## src/rtl/sdram_port_arbiter.sv

```systemverilog
// Two-requester arbiter for the SDRAM controller Avalon-MM port, with in-order read tag tracking.
// Optional build macro SDRAM_ARB_FIXED_PRIO_EN: rq0 always wins ties (rq1 may starve).
module sdram_port_arbiter #(
  parameter int unsigned AW       = 24,
  parameter int unsigned DW       = 16,
  parameter int unsigned BEW      = 2,
  parameter int unsigned MAX_PEND = 4
) (
  input  logic                             clk_clk,
  input  logic                             reset_reset_n,
  input  logic [AW-1:0]                    rq0_address,
  input  logic                             rq0_read,
  input  logic                             rq0_write,
  input  logic [DW-1:0]                    rq0_writedata,
  input  logic [BEW-1:0]                   rq0_byteenable,
  output logic                             rq0_waitrequest,
  output logic [DW-1:0]                    rq0_readdata,
  output logic                             rq0_readdatavalid,
  input  logic [AW-1:0]                    rq1_address,
  input  logic                             rq1_read,
  input  logic                             rq1_write,
  input  logic [DW-1:0]                    rq1_writedata,
  input  logic [BEW-1:0]                   rq1_byteenable,
  output logic                             rq1_waitrequest,
  output logic [DW-1:0]                    rq1_readdata,
  output logic                             rq1_readdatavalid,
  output logic [AW-1:0]                    sd_address,
  output logic                             sd_read,
  output logic                             sd_write,
  output logic [DW-1:0]                    sd_writedata,
  output logic [BEW-1:0]                   sd_byteenable,
  input  logic                             sd_waitrequest,
  input  logic [DW-1:0]                    sd_readdata,
  input  logic                             sd_readdatavalid,
  output logic [$clog2(MAX_PEND):0]        pend_count,
  output logic                             orphan_err
);

  localparam int unsigned PW = $clog2(MAX_PEND);
  localparam int unsigned CW = PW + 1;

  logic                r_last_grant;
  logic [MAX_PEND-1:0] r_tag;
  logic [PW-1:0]       r_wptr;
  logic [PW-1:0]       r_rptr;
  logic [CW-1:0]       r_pend;
  logic                r_orphan;

  logic w_rd_avail;
  logic w_elig0;
  logic w_elig1;
  logic w_sel_vld;
  logic w_sel_id;
  logic w_issue;
  logic w_push;
  logic w_pop;
  logic w_empty;
  logic w_head;

  // Eligibility uses the registered count, so a same-cycle return never unblocks a read.
  assign w_rd_avail = (r_pend < CW'(MAX_PEND));
  assign w_elig0    = rq0_read ? w_rd_avail : rq0_write;
  assign w_elig1    = rq1_read ? w_rd_avail : rq1_write;

  // Selection; nothing is selected while reset is held.
  always_comb begin
    w_sel_vld = 1'b0;
    w_sel_id  = 1'b0;
    if (reset_reset_n) begin
      if (w_elig0 && w_elig1) begin
        w_sel_vld = 1'b1;
`ifdef SDRAM_ARB_FIXED_PRIO_EN
        w_sel_id  = 1'b0;
`else
        w_sel_id  = ~r_last_grant;
`endif
      end else if (w_elig0) begin
        w_sel_vld = 1'b1;
        w_sel_id  = 1'b0;
      end else if (w_elig1) begin
        w_sel_vld = 1'b1;
        w_sel_id  = 1'b1;
      end
    end
  end

  // Master-side mux; a read+write request is treated as a read.
  always_comb begin
    sd_address    = '0;
    sd_read       = 1'b0;
    sd_write      = 1'b0;
    sd_writedata  = '0;
    sd_byteenable = '0;
    if (w_sel_vld) begin
      if (w_sel_id) begin
        sd_address    = rq1_address;
        sd_read       = rq1_read;
        sd_write      = rq1_write & ~rq1_read;
        sd_writedata  = rq1_writedata;
        sd_byteenable = rq1_byteenable;
      end else begin
        sd_address    = rq0_address;
        sd_read       = rq0_read;
        sd_write      = rq0_write & ~rq0_read;
        sd_writedata  = rq0_writedata;
        sd_byteenable = rq0_byteenable;
      end
    end
  end

  assign w_issue = w_sel_vld & ~sd_waitrequest;
  assign w_push  = w_issue & sd_read;
  assign w_empty = (r_pend == '0);
  assign w_pop   = reset_reset_n & sd_readdatavalid & ~w_empty;
  assign w_head  = r_tag[r_rptr];

  assign rq0_waitrequest   = ~(w_issue & ~w_sel_id);
  assign rq1_waitrequest   = ~(w_issue &  w_sel_id);
  assign rq0_readdata      = sd_readdata;
  assign rq1_readdata      = sd_readdata;
  assign rq0_readdatavalid = w_pop & ~w_head;
  assign rq1_readdatavalid = w_pop &  w_head;
  assign pend_count        = r_pend;
  assign orphan_err        = r_orphan;

  // Grant history, tag FIFO and sticky orphan flag.
  always_ff @(posedge clk_clk) begin
    if (!reset_reset_n) begin
      r_last_grant <= 1'b1;
      r_tag        <= '0;
      r_wptr       <= '0;
      r_rptr       <= '0;
      r_pend       <= '0;
      r_orphan     <= 1'b0;
    end else begin
      if (w_issue) begin
        r_last_grant <= w_sel_id;
      end
      if (w_push) begin
        r_tag[r_wptr] <= w_sel_id;
        r_wptr        <= r_wptr + PW'(1);
      end
      if (w_pop) begin
        r_rptr <= r_rptr + PW'(1);
      end
      case ({w_push, w_pop})
        2'b10:   r_pend <= r_pend + CW'(1);
        2'b01:   r_pend <= r_pend - CW'(1);
        default: r_pend <= r_pend;
      endcase
      if (sd_readdatavalid && w_empty) begin
        r_orphan <= 1'b1;
      end
    end
  end

endmodule

```

## config.mk

```make
export PLATFORM = sky130hd
export DESIGN_NAME = sdram_port_arbiter
export DESIGN_NICKNAME = d
export VERILOG_FILES = /design/src/rtl/sdram_port_arbiter.sv
export SDC_FILE = /design/constraint.sdc
export NUM_CORES = 1
export LEC_CHECK = 0
export CORE_AREA = 2 2 82 84
export DETAILED_ROUTE_END_ITERATION = 6
export DIE_AREA = 0 0 84 86
export PLACE_DENSITY = 0.8
export SLEW_MARGIN = 20
export SYNTH_ARGS = -nofsm -noshare
export SYNTH_HDL_FRONTEND = slang
export SYNTH_SLANG_ARGS = --single-unit
export TNS_END_PERCENT = 20
```

## constraint.sdc

```tcl
create_clock -name clk_clk -period 3 [get_ports clk_clk]
set_clock_uncertainty 0.05 [all_clocks]
set_input_delay 0.6 -clock clk_clk [delete_from_list [all_inputs] [get_ports clk_clk]]
set_output_delay 0.6 -clock clk_clk [all_outputs]
set_load 0.05 [all_outputs]
```

Word level (Yosys, flattened, before mapping)
Index checks and enable logic that the tools add are counted.

Bits in registers: 13. Input port bits: 108. Output and inout bits: 84. Logic and storage cells: 65.

Add/subtract/negate cells: 4. Magnitude comparators: 4. Eq/ne operators: 2. Muxes and demuxes: 25. Bitwise operators: 19. Reductions and logical operators: 5.

Operator list (number): $mux 24 (2); $mux 16 (2); $mux 1 (15); $and 1x1->1 (10); $not 1->1 (9); $lt 2x3->1 const B (2); $pmux 3 s2 (1); $add 2x1->2 const B (2); $bwmux 4 (1); $mux 2 (2); $add 3x1->3 const B (1); $logic_and 1x1->1 (3); $logic_not 3->1 (1); $lt 3x3->1 const B (1); $sub 3x1->3 const B (1); $bmux 1 s2 (1); $demux 1 s2 (1); $eq 2x1->1 const B (1); $eq 2x2->1 const B (1); $ge 2x1->1 const B (1); $reduce_bool 2->1 (1).

Longest topological paths before layout
Gate-level depths: netlist of the first run.

Depth in word-level cells: 11. Depth in mapped cells: 10.

Least setup slack after synthesis of the first run
No wires, ideal clock.

Path kind: flip-flop to output port. From: register r_pend[2] (netlist: pend_count[2]). To: output sd_address[0]. Data arrival time: 2.264 ns. Data required time: 2.350 ns. Path slack: 0.086 ns. Stages on the path, launching flop included: 8. Cells stage by stage: dfxtp_1 nor2b_1 o21ai_2 o211a_1 buf_4 buf_6 nand2_1 a21oi_1.

Word-level cells in the longest chain between the ends: 8.

RTL lines: start, declared (RTL line 46) `logic [CW-1:0] r_pend;`; start signal, assigned (RTL line 147) `2'b10: r_pend <= r_pend + CW'(1);`; start signal, assigned (RTL line 148) `2'b01: r_pend <= r_pend - CW'(1);`; start signal, assigned (RTL line 149) `default: r_pend <= r_pend;`; $lt 3x3->1 (*) (RTL line 61) `assign w_rd_avail = (r_pend < CW'(MAX_PEND));`; $mux 1 (RTL line 63) `assign w_elig1 = rq1_read ? w_rd_avail : rq1_write;`; $mux 1 (RTL line 80) `end else if (w_elig1) begin`; $mux 1 (RTL line 77) `end else if (w_elig0) begin`; $mux 1 (RTL line 70) `if (w_elig0 && w_elig1) begin`; $mux 1 (RTL line 69) `if (reset_reset_n) begin`; $mux 24 (RTL line 95) `if (w_sel_id) begin`; $mux 24 (*) (RTL line 94) `if (w_sel_vld) begin`; end, declared (RTL line 27) `output logic [AW-1:0] sd_address,`.

Every way passes the cells marked *; elsewhere a longest branch is shown, timed or not.

Final worst setup path of the first run
From: input rq1_write. To: output sd_address[14].

Word-level cells in the longest chain between the ends: 7.

RTL lines: start, declared (RTL line 21) `input logic rq1_write,`; $mux 1 (*) (RTL line 63); $mux 1 (RTL line 80); $mux 1 (RTL line 77); $mux 1 (RTL line 70); $mux 1 (RTL line 69); $mux 24 (RTL line 95); $mux 24 (*) (RTL line 94).

Marks and branches as above.

==> run metrics, run 1 <==
number of max-cap violations 0; CTS tree yes; main combinational cell family by area after synthesis simple AND/OR/NAND/NOR gates; Clk pin slew, worst setup/hold paths ~0.050 ns; syn avg cell area 6.519 µm²; initial antenna violation count 0; GPL Wtd Cong 0.7981; PortBufs about 140; vias in the first global route 2252; die footprint 7224 µm²; fin crit share 0.9905; largest net degree at the start of global routing 41; clk_lat worst skew ~0.24 ns; final hold slack 0.4304 ns; Clock Path Buffers 2; antenna-violating nets left 0; post-DP HPWL 5.706 mm; Die Width 84 µm; cell area after placement 3510 µm²; setup_tns 0 ns; startpoint types input pin; fmax 336.5 MHz; global route overflow 0; worst slew pin tran between 0.5 and 0.6 ns; WP data required 2.35 ns; Sink Count 13; Final Hold Vio Count 0; PD cells just under 300 nW/µm²; Post-Syn Area 1734 µm²; Tot Pwr between 1 and 1.5 mW; Tmin final 2.972 ns; outcome complete, no violations; layout cells sized above 1 0.2546; Worst VDD drop 212.7 µV; H-tree depth 1; First DRT Iteration DRCs 68; RSZ-0062 raised after global routing true; number of vias per cell between 4 and 5; clock root cell clkbuf_8; leakage 1.481 nW; Hold WC Path Type reg -> reg; pre-CTS setup slack -0.3529 ns; yosys warns 0; clock buffer count from CTS 3; final worst slack 0.02847 ns; Placeable Area 6277 µm²; CP arrival 2.32 ns; drt drc 0; mux share of post-synthesis cell area 0.03752; Worst setup EP type output pin; Slew HR 0.6606; die extent in y 86 µm; Total GRT Usage 0.1890; area grow syn2layout 110.6%; post-synthesis adder-cell area fraction 0.04762; DR vias 2171; first-pass GRT wire length 11.26 mm; Final Instance Area 3652 µm²; sequential area share after synthesis 0.1501; Slew Viols, Final 0; Final setup viols 0; Starting Density 0.2763; Post-CTS Hold Fix Bufs 0; drt total wl 7.204 mm; Crit Path Category in -> out; Post-Synth XOR/XNOR Area 0.02020; net count after synthesis 380; Post-CTS Setup Bufs 0; CP max FO 40; Post-Synth Simple-Gate Area 0.3059; ANT cells 0; Post-Syn Instances 266; Avg WL per Cell 15.73 µm; DR pass1 iterations 4; Nets 496; Synth Register Bits 13; Cell variety after synth 33; Rows 29; # IOs roughly 190; Compound-Gate Fraction of Synth Area 0.2157
==> synthesized netlist by cell type (all sizes together) <==
library cell  number  area (µm²)
a21oi             45       225.2
and2               9       56.30
o21ba              1       10.01
nand2             97       364.1
o22ai              4       25.02
fa                 1       20.02
dfxtp             13       260.3
o211a              1       10.01
nor2b              5       43.79
a21boi             5       37.54
xor2               1       8.760
nand3              2       10.01
nand2b             1       6.260
o211ai             1       21.27
mux4               1       22.52
ha                 5       62.56
nor2               2       7.510
inv                7       26.28
xnor2              3       26.28
o31ai              1       21.27
or3                2       12.51
mux2i              3       42.54
nor3               1       5.000
nor3b              2       25.02
buf               48       356.6
clkbuf             1       3.750
o21ai              4       23.77
==> cell type report <==
type / count / area (µm²)
clock buffer: 4 / 45.04
fill: 546 / 2625
inverter: 7 / 26.28
multi-input combinational: 197 / 1167
sequential: 13 / 260.3
tap: 77 / 96.34
timing repair buffer: 160 / 2057
==> metrics by stage <==
stage               instances    util
floorplan                 266       -
global placement          454  0.5591
detailed placement        454  0.5591
CTS                       458  0.5738
global route              458  0.5818
finish                    458  0.5818
==> logic make-up after synthesis <==
| group | after synthesis |
|---|---|
| XOR/XNOR | 4 |
| AO/OA/AOI/OAI | 62 |
| multiplexers | 4 |
| flip-flops | 13 |
| buffers and inverters | 56 |
| AND/OR/NAND/NOR | 121 |
| adder cells (fa/ha/maj) | 6 |
==> flip-flops by register name, summed over array words and instances (netlist names) <==
signal and flops:
r_tag 4, pend_count 3, r_last_grant 1, r_rptr 2, r_wptr 2, orphan_err 1
==> per-layer routing <==
layer / global-route usage / routed length, µm
met1: 0.1997 / 2695
met2: 0.3905 / 4058
met3: 0.03561 / 391
met4: 0.02933 / 59
met5: 0 / 0
==> power by group <==
group,internal [mW],switching (mW)
Sequential,0.181,0.00936
Combinational,0.354,0.361
Clock,0.0937,0.0607
==> cell usage in the layout (no fill, tap or decap), drive strengths merged <==
cell,count
nand2,97
o211a,1
nor3b,2
clkbuf,4
dlygate4sd2,2
a21boi,5
nor2b,5
mux4,1
o21ai,4
and2,9
inv,7
o31ai,1
a21oi,45
nor3,1
ha,5
dfxtp,13
fa,1
xor2,1
o211ai,1
buf,65
o22ai,4
or3,2
clkdlybuf4s50,93
nand2b,1
nand3,2
o21ba,1
mux2i,3
nor2,2
xnor2,3
==> final timing paths <==
check | start | end | slack (ns) | cells after the start
worst min-delay path | r_tag[3]$_SDFFE_PN0P_ | r_tag[3]$_SDFFE_PN0P_ | 0.43 | 2
worst max register to register | pend_count[2]$_SDFFE_PN0P_ | pend_count[2]$_SDFFE_PN0P_ | 0.35 | 10
worst max-delay path | rq1_write | sd_address[14] | 0.03 | 7
worst min register to register | r_tag[3]$_SDFFE_PN0P_ | r_tag[3]$_SDFFE_PN0P_ | 0.43 | 2
==> timing repair <==
action	in CTS	in global routing
resized for setup	15	13
cloned	0	0
pin swaps	1	1
endpoints found under the hold margin	0	0
endpoints found under the setup margin	45	43
==> critical path, cell delays in order <==
cell             delay (ns)
clkdlybuf4s50_1        0.40
nor2b_4                0.15
o31ai_4                0.36
buf_6                  0.39
a21oi_1                0.08
buf_4                  0.16
buf_12                 0.14
No activity file was read; power rests on OpenSTA's default activity.
==> inputs of run 2 (changes only) <==
Settings changed: PLACE_DENSITY 0.8 to default, PLACE_DENSITY_LB_ADDON from default to 0.08.
==> run 2 against run 1 <==
Flip-flop and latch count is the same; register-to-register slack gained 0.06 ns; first-iteration DRC count shrank 46%; wire length shrank 2.3%; highest routed layer unchanged.
==> run metrics, run 2 (same netlist as run 1, synthesis figures left out) <==
Rows 29 (unchanged); PD cells 287.0 nW/µm² (was 290.2 nW/µm²); DR pass1 iterations 4 (unchanged); area grow syn2layout 117.2% (was 110.6%); Worst VDD drop 231.2 µV (was 212.7 µV); CP max FO 33 (was 40); Die Width 84 µm (unchanged); outcome complete, no violations (unchanged); largest register by flop count r_tag (unchanged); Slew Viols, Final 0 (unchanged); CTS tree yes (unchanged); min-delay src r_tag[0]$_SDFFE_PN0P_ (was r_tag[3]$_SDFFE_PN0P_); WP data required 2.35 ns (about the same); Nets 498 (was 496); Final setup viols 0 (unchanged); Avg WL per Cell 15.30 µm (was 15.73 µm); Crit path buffers/inverters 3 (was 4); drt drc 0 (unchanged); ANT cells 0 (unchanged); Critical R2R Launch pend_count[2]$_SDFFE_PN0P_ (unchanged); Clk pin slew, worst setup/hold paths 0.06 ns (was 0.05 ns); origin of the worst setup path rq0_write (was rq1_write); GPL Wtd Cong 0.7705 (was 0.7981); Tmin final 2.912 ns (was 2.972 ns); die extent in y 86 µm (unchanged); number of max-cap violations 0 (unchanged); RSZ-0062 raised after global routing true (unchanged); Clock Path Buffers 2 (unchanged); startpoint types input pin (unchanged); most common cell after layout, fill and taps aside nand2_1 (unchanged); Starting Density 0.2763 (unchanged); Final Hold Vio Count 0 (unchanged); antenna-violating nets left 0 (unchanged); Worst path most repeated cell buf_12; Crit Path Category in -> out (unchanged); worst slew pin tran 0.4947 ns (was 0.5075 ns); First DRT Iteration DRCs 37 (was 68); Sink Count 13 (unchanged); global route overflow 0 (unchanged); post-DP HPWL 5.372 mm (was 5.706 mm); Post-CTS Hold Fix Bufs 0 (unchanged); fin crit share 0.9707 (was 0.9905); pre-CTS setup slack -0.3374 ns (was -0.3529 ns); clock root cell clkbuf_8 (unchanged); largest net degree at the start of global routing 35 (was 41); layout cells sized above 1 0.3133 (was 0.2546); number of vias per cell 4.622 (was 4.740); max reg flops 4 (unchanged); Slowest cell on crit path clkdlybuf4s50_1 (unchanged); final hold slack 0.4295 ns (was 0.4304 ns); initial antenna violation count 0 (unchanged); Finished Core Util 0.6000 (was 0.5818); Top delay family on crit path buffers and inverters (unchanged); H-tree depth 1 (unchanged); Hold WC Path Type reg -> reg (unchanged); clock buffer count from CTS 3 (unchanged); DR vias 2126 (was 2171); leakage 1.493 nW (was 1.481 nW); CP cell instances clkdlybuf4s50_1, nor2b_4, o21ai_4, o211ai_4, buf_12, nand2_1, a21oi_2, buf_12 (was clkdlybuf4s50_1, nor2b_4, o31ai_4, buf_6, a21oi_1, buf_4, buf_12); drt total wl 7.040 mm (was 7.204 mm); CP peak stage delay 0.46 ns (was 0.40 ns); Worst setup EP type output pin (unchanged); Slew HR 0.6692 (was 0.6606); vias in the first global route 2121 (was 2252); PortBufs 143 (unchanged); CP arrival 2.26 ns (was 2.32 ns); # IOs 192 (unchanged); first-pass GRT wire length 11.09 mm (was 11.26 mm); Placeable Area 6277 µm² (unchanged); clk_lat worst skew 0.24 ns (about the same); most frequent cells in the layout nand2_1, clkdlybuf4s50_1, buf_12 (unchanged); fmax 343.4 MHz (was 336.5 MHz); Total GRT Usage 0.1873 (was 0.1890); final worst slack 0.08791 ns (was 0.02847 ns); die footprint 7224 µm² (unchanged); Tot Pwr 1.081 mW (was 1.060 mW)
[run 2: area by class of cell]
class | count | area [µm²]
Fill cell | 566 | 2511
Multi-Input combinational cell | 197 | 1254
Tap cell | 77 | 96.34
Timing Repair Buffer | 162 | 2085
Inverter | 7 | 26.28
Clock buffer | 4 | 45.04
Sequential cell | 13 | 260.3
[run 2: path summary, 6_finish.rpt]
path | cells past startpoint | slack (ns) | endpoint
min reg2reg | 2 | 0.43 | r_tag[0]$_SDFFE_PN0P_
max | 8 | 0.09 | sd_address[8]
min | 2 | 0.43 | r_tag[0]$_SDFFE_PN0P_
max reg2reg | 10 | 0.41 | pend_count[2]$_SDFFE_PN0P_
[run 2: report_power, final]
group	switching [mW]	internal, mW	total, mW	leakage (nW)
Sequential	0.00892	0.181	0.190	0.106
Combinational	0.367	0.366	0.733	1.36
Clock	0.0637	0.0938	0.157	0.0228
Total	0.440	0.641	1.08	1.49
[run 2: worst register-to-register path: stages, from the launching register on]
cell      delay [ns]
dfxtp_1         0.48
o21ba_2         0.23
o31ai_4         0.31
nor3b_2         0.12
mux2i_4         0.17
ha_2            0.21
inv_1           0.05
fa_2            0.33
xor2_1          0.15
or3_1           0.30
a21boi_1        0.13
[run 2: through the flow]
step	cells	instance area, µm²	setup TNS [ns]
floorplan	266	1734	0
global placement	453	3502	-4.731
detailed placement	453	3502	-5.255
CTS	459	3697	-0.01196
global route	460	3766	-0.007925
finish	460	3766	0
[run 2: routing by layer]
layer / global-route usage / share of wire / up-vias
met5: 0 / 0 / -
met4: 0.04692 / 0.017 / 0
met3: 0.03465 / 0.064 / 10
met2: 0.3404 / 0.51 / 85
met1: 0.2281 / 0.40 / 964
li1: - / - / 1067
[run 2: what timing repair did]
item,CTS,global route
buffers inserted,2,2
pin swaps,1,5
resized for setup,39,15
endpoints found under the setup margin,45,47
==> inputs of run 3 (changes only) <==
--- a/constraint.sdc
+++ b/constraint.sdc
@@ -4,2 +4,2 @@
 set_output_delay 0.6 -clock clk_clk [all_outputs]
-set_load 0.05 [all_outputs]
+set_load 0.005 [all_outputs]
==> run 3 against run 2 <==
The run now ends with negative setup slack left; clock power is 3% higher; first-iteration DRC count is 49% higher; clock-buffer cell count stayed put; sequential share of layout area is 0.83 points higher; sequential power hardly changed; register-to-register slack worse by 0.13 ns; hold slack worse by 0.0047 ns; die area stayed put; utilization is 6.4 points lower; flip-flop and latch count stayed put; fmax is 8.1% lower; largest cell class unchanged.
==> run metrics, run 3 (same netlist as run 1, synthesis figures left out) <==
PortBufs 143 (unchanged); switching pwr 235.5 µW (was 440.1 µW); GPL Wtd Cong 0.7857 (was 0.7705); Non-Filler Instances 469 (was 460); Switching Share 0.2987 (was 0.4071); initial antenna violation count 0 (unchanged); Gate power share 0.554 (was 0.678); most common cell after layout, fill and taps aside clkdlybuf4s50_1 (was nand2_1); worst slew pin tran 0.3485 ns (was 0.4947 ns); clock root cell clkbuf_8 (unchanged); vias in the first global route 2094 (was 2121); Crit Path Category in -> out (unchanged); DR vias 2101 (was 2126); WP data required 2.35 ns (about the same); Clk pin slew, worst setup/hold paths 0.06 ns (about the same); die footprint 7224 µm² (unchanged); max reg flops 4 (unchanged); die extent in y 86 µm (unchanged); Starting Density 0.2763 (unchanged); fin crit share 1.056 (was 0.9707); pre-CTS setup slack -0.3661 ns (was -0.3374 ns); Total GRT Usage 0.1908 (was 0.1873); Hold WC Path Type reg -> reg (unchanged); Crit path buffers/inverters 5 (was 3); ANT cells 0 (unchanged); # IOs 192 (unchanged); setup_tns -1.189 ns (was 0 ns); H-tree depth 1 (unchanged); Post-CTS Hold Fix Bufs 0 (unchanged); clk_lat worst skew 0.25 ns (was 0.24 ns); largest net degree at the start of global routing 23 (was 35); layout cells sized above 1 0.1224 (was 0.3133); Tmin final 3.167 ns (was 2.912 ns); number of vias per cell 4.480 (was 4.622); Layout fillers 611 (was 566); Worst VDD drop 190.6 µV (was 231.2 µV); Int Pwr 552.8 µW (was 640.8 µW); First DRT Iteration DRCs 55 (was 37); Slowest cell on crit path clkdlybuf4s50_1 (unchanged); post-DP HPWL 4.962 mm (was 5.372 mm); Worst setup EP type output pin (unchanged); Placeable Area 6277 µm² (unchanged); Rows 29 (unchanged); Slew Viols, Final 0 (unchanged); CP cell instances clkdlybuf4s50_1, nor2b_4, o21ai_4, o211ai_4, buf_12, buf_12, buf_16, nand2_1, a21oi_1, clkdlybuf4s50_1 (was clkdlybuf4s50_1, nor2b_4, o21ai_4, o211ai_4, buf_12, nand2_1, a21oi_2, buf_12); startpoint types input pin (unchanged); Nets 507 (was 498); Reg area 260.3 µm² (unchanged); Seq pwr share 0.241 (was 0.176); first-pass GRT wire length 11.02 mm (was 11.09 mm); final worst slack -0.1674 ns (was 0.08791 ns); drt total wl 7.032 mm (was 7.040 mm); clock buffer count from CTS 3 (unchanged); CTS tree yes (unchanged); global route overflow 0 (unchanged); Clock Path Buffers 2 (unchanged); most frequent cells in the layout clkdlybuf4s50_1, nand2_1, a21oi_1 (was nand2_1, clkdlybuf4s50_1, buf_12); CP peak stage delay 0.52 ns (was 0.46 ns); largest register by flop count r_tag (unchanged); clock power share 0.205 (was 0.146); Sink Count 13 (unchanged); failing checks negative setup slack; Die Width 84 µm (unchanged); antenna-violating nets left 0 (unchanged); Final Hold Vio Count 0 (unchanged); CP max FO 10 (was 33); final hold slack 0.4249 ns (was 0.4295 ns); outcome finished, violations left (was complete, no violations); leakage 1.528 nW (was 1.493 nW); Finished Core Util 0.5356 (was 0.6000); Top delay family on crit path buffers and inverters (unchanged); Placed Instances 453 (unchanged); area grow syn2layout 93.87% (was 117.2%); CP arrival 2.52 ns (was 2.26 ns); PD cells 234.5 nW/µm² (was 287.0 nW/µm²); Avg WL per Cell 14.99 µm (was 15.30 µm); number of max-cap violations 0 (unchanged); Final setup viols 8 (was 0); fmax 315.7 MHz (was 343.4 MHz); Multi-input gate area 1121 µm² (was 1254 µm²); DR pass1 iterations 4 (unchanged); RSZ-0062 raised after global routing true (unchanged); drt drc 0 (unchanged); Slew HR 0.7677 (was 0.6692)
==> run 3: final cells by class <==
type / instances / area share
Tap cell: 77 / 0.02866
Clock buffer: 4 / 0.01340
Inverter: 7 / 0.007815
Sequential cell: 13 / 0.07741
Timing Repair Buffer: 171 / 0.5393
Multi-Input combinational cell: 197 / 0.3335
==> run 3: stage by stage <==
step                      area, µm²  total power [mW]
after global routing           3362            0.8425
after floorplan                1734            0.3766
final                          3362            0.7883
after detailed placement       3047            0.5927
after CTS                      3292            0.7930
after global placement         3047            0.5929
==> run 3: metal layers <==
metal  vias to the layer above  share of wire  GRT usage
li1                       1083              -          -
met1                       934           0.41     0.2255
met2                        74           0.51     0.3520
met3                        10          0.056    0.03657
met4                         0          0.017    0.05279
met5                         -              0          0
==> run 3: power by group through the flow <==
stage / registers [mW] / logic, mW / clock network, mW
after floorplan: 0.192 / 0.185 / 0
after global placement: 0.193 / 0.400 / 0
after detailed placement: 0.193 / 0.399 / 0
after CTS: 0.190 / 0.434 / 0.169
after global routing: 0.192 / 0.474 / 0.177
final: 0.190 / 0.437 / 0.161
==> run 3: worst paths after layout <==
check | startpoint | endpoint | slack, ns | depth (start not counted)
setup / recovery | rq0_write | sd_address[17] | -0.17 | 10
hold / removal | r_tag[3]$_SDFFE_PN0P_ | r_tag[3]$_SDFFE_PN0P_ | 0.42 | 2
setup reg to reg | pend_count[2]$_SDFFE_PN0P_ | pend_count[2]$_SDFFE_PN0P_ | 0.28 | 12
hold reg to reg | r_tag[3]$_SDFFE_PN0P_ | r_tag[3]$_SDFFE_PN0P_ | 0.42 | 2
==> run 3: worst register-to-register path, delay by kind of cell, from the launching register on <==
family | cells | cell delay, ns
fa+ha+maj | 2 | 0.58
simple gates | 2 | 0.40
mux | 1 | 0.17
xor+xnor | 1 | 0.15
compound gates | 3 | 0.46
flops | 1 | 0.47
buf+inv | 3 | 0.36
==> run 3: timing repair <==
action,CTS,global route
setup buffers,5,3
pin swaps,4,1
endpoints found under the setup margin,49,28
cloned,4,0
gates resized for setup,46,32
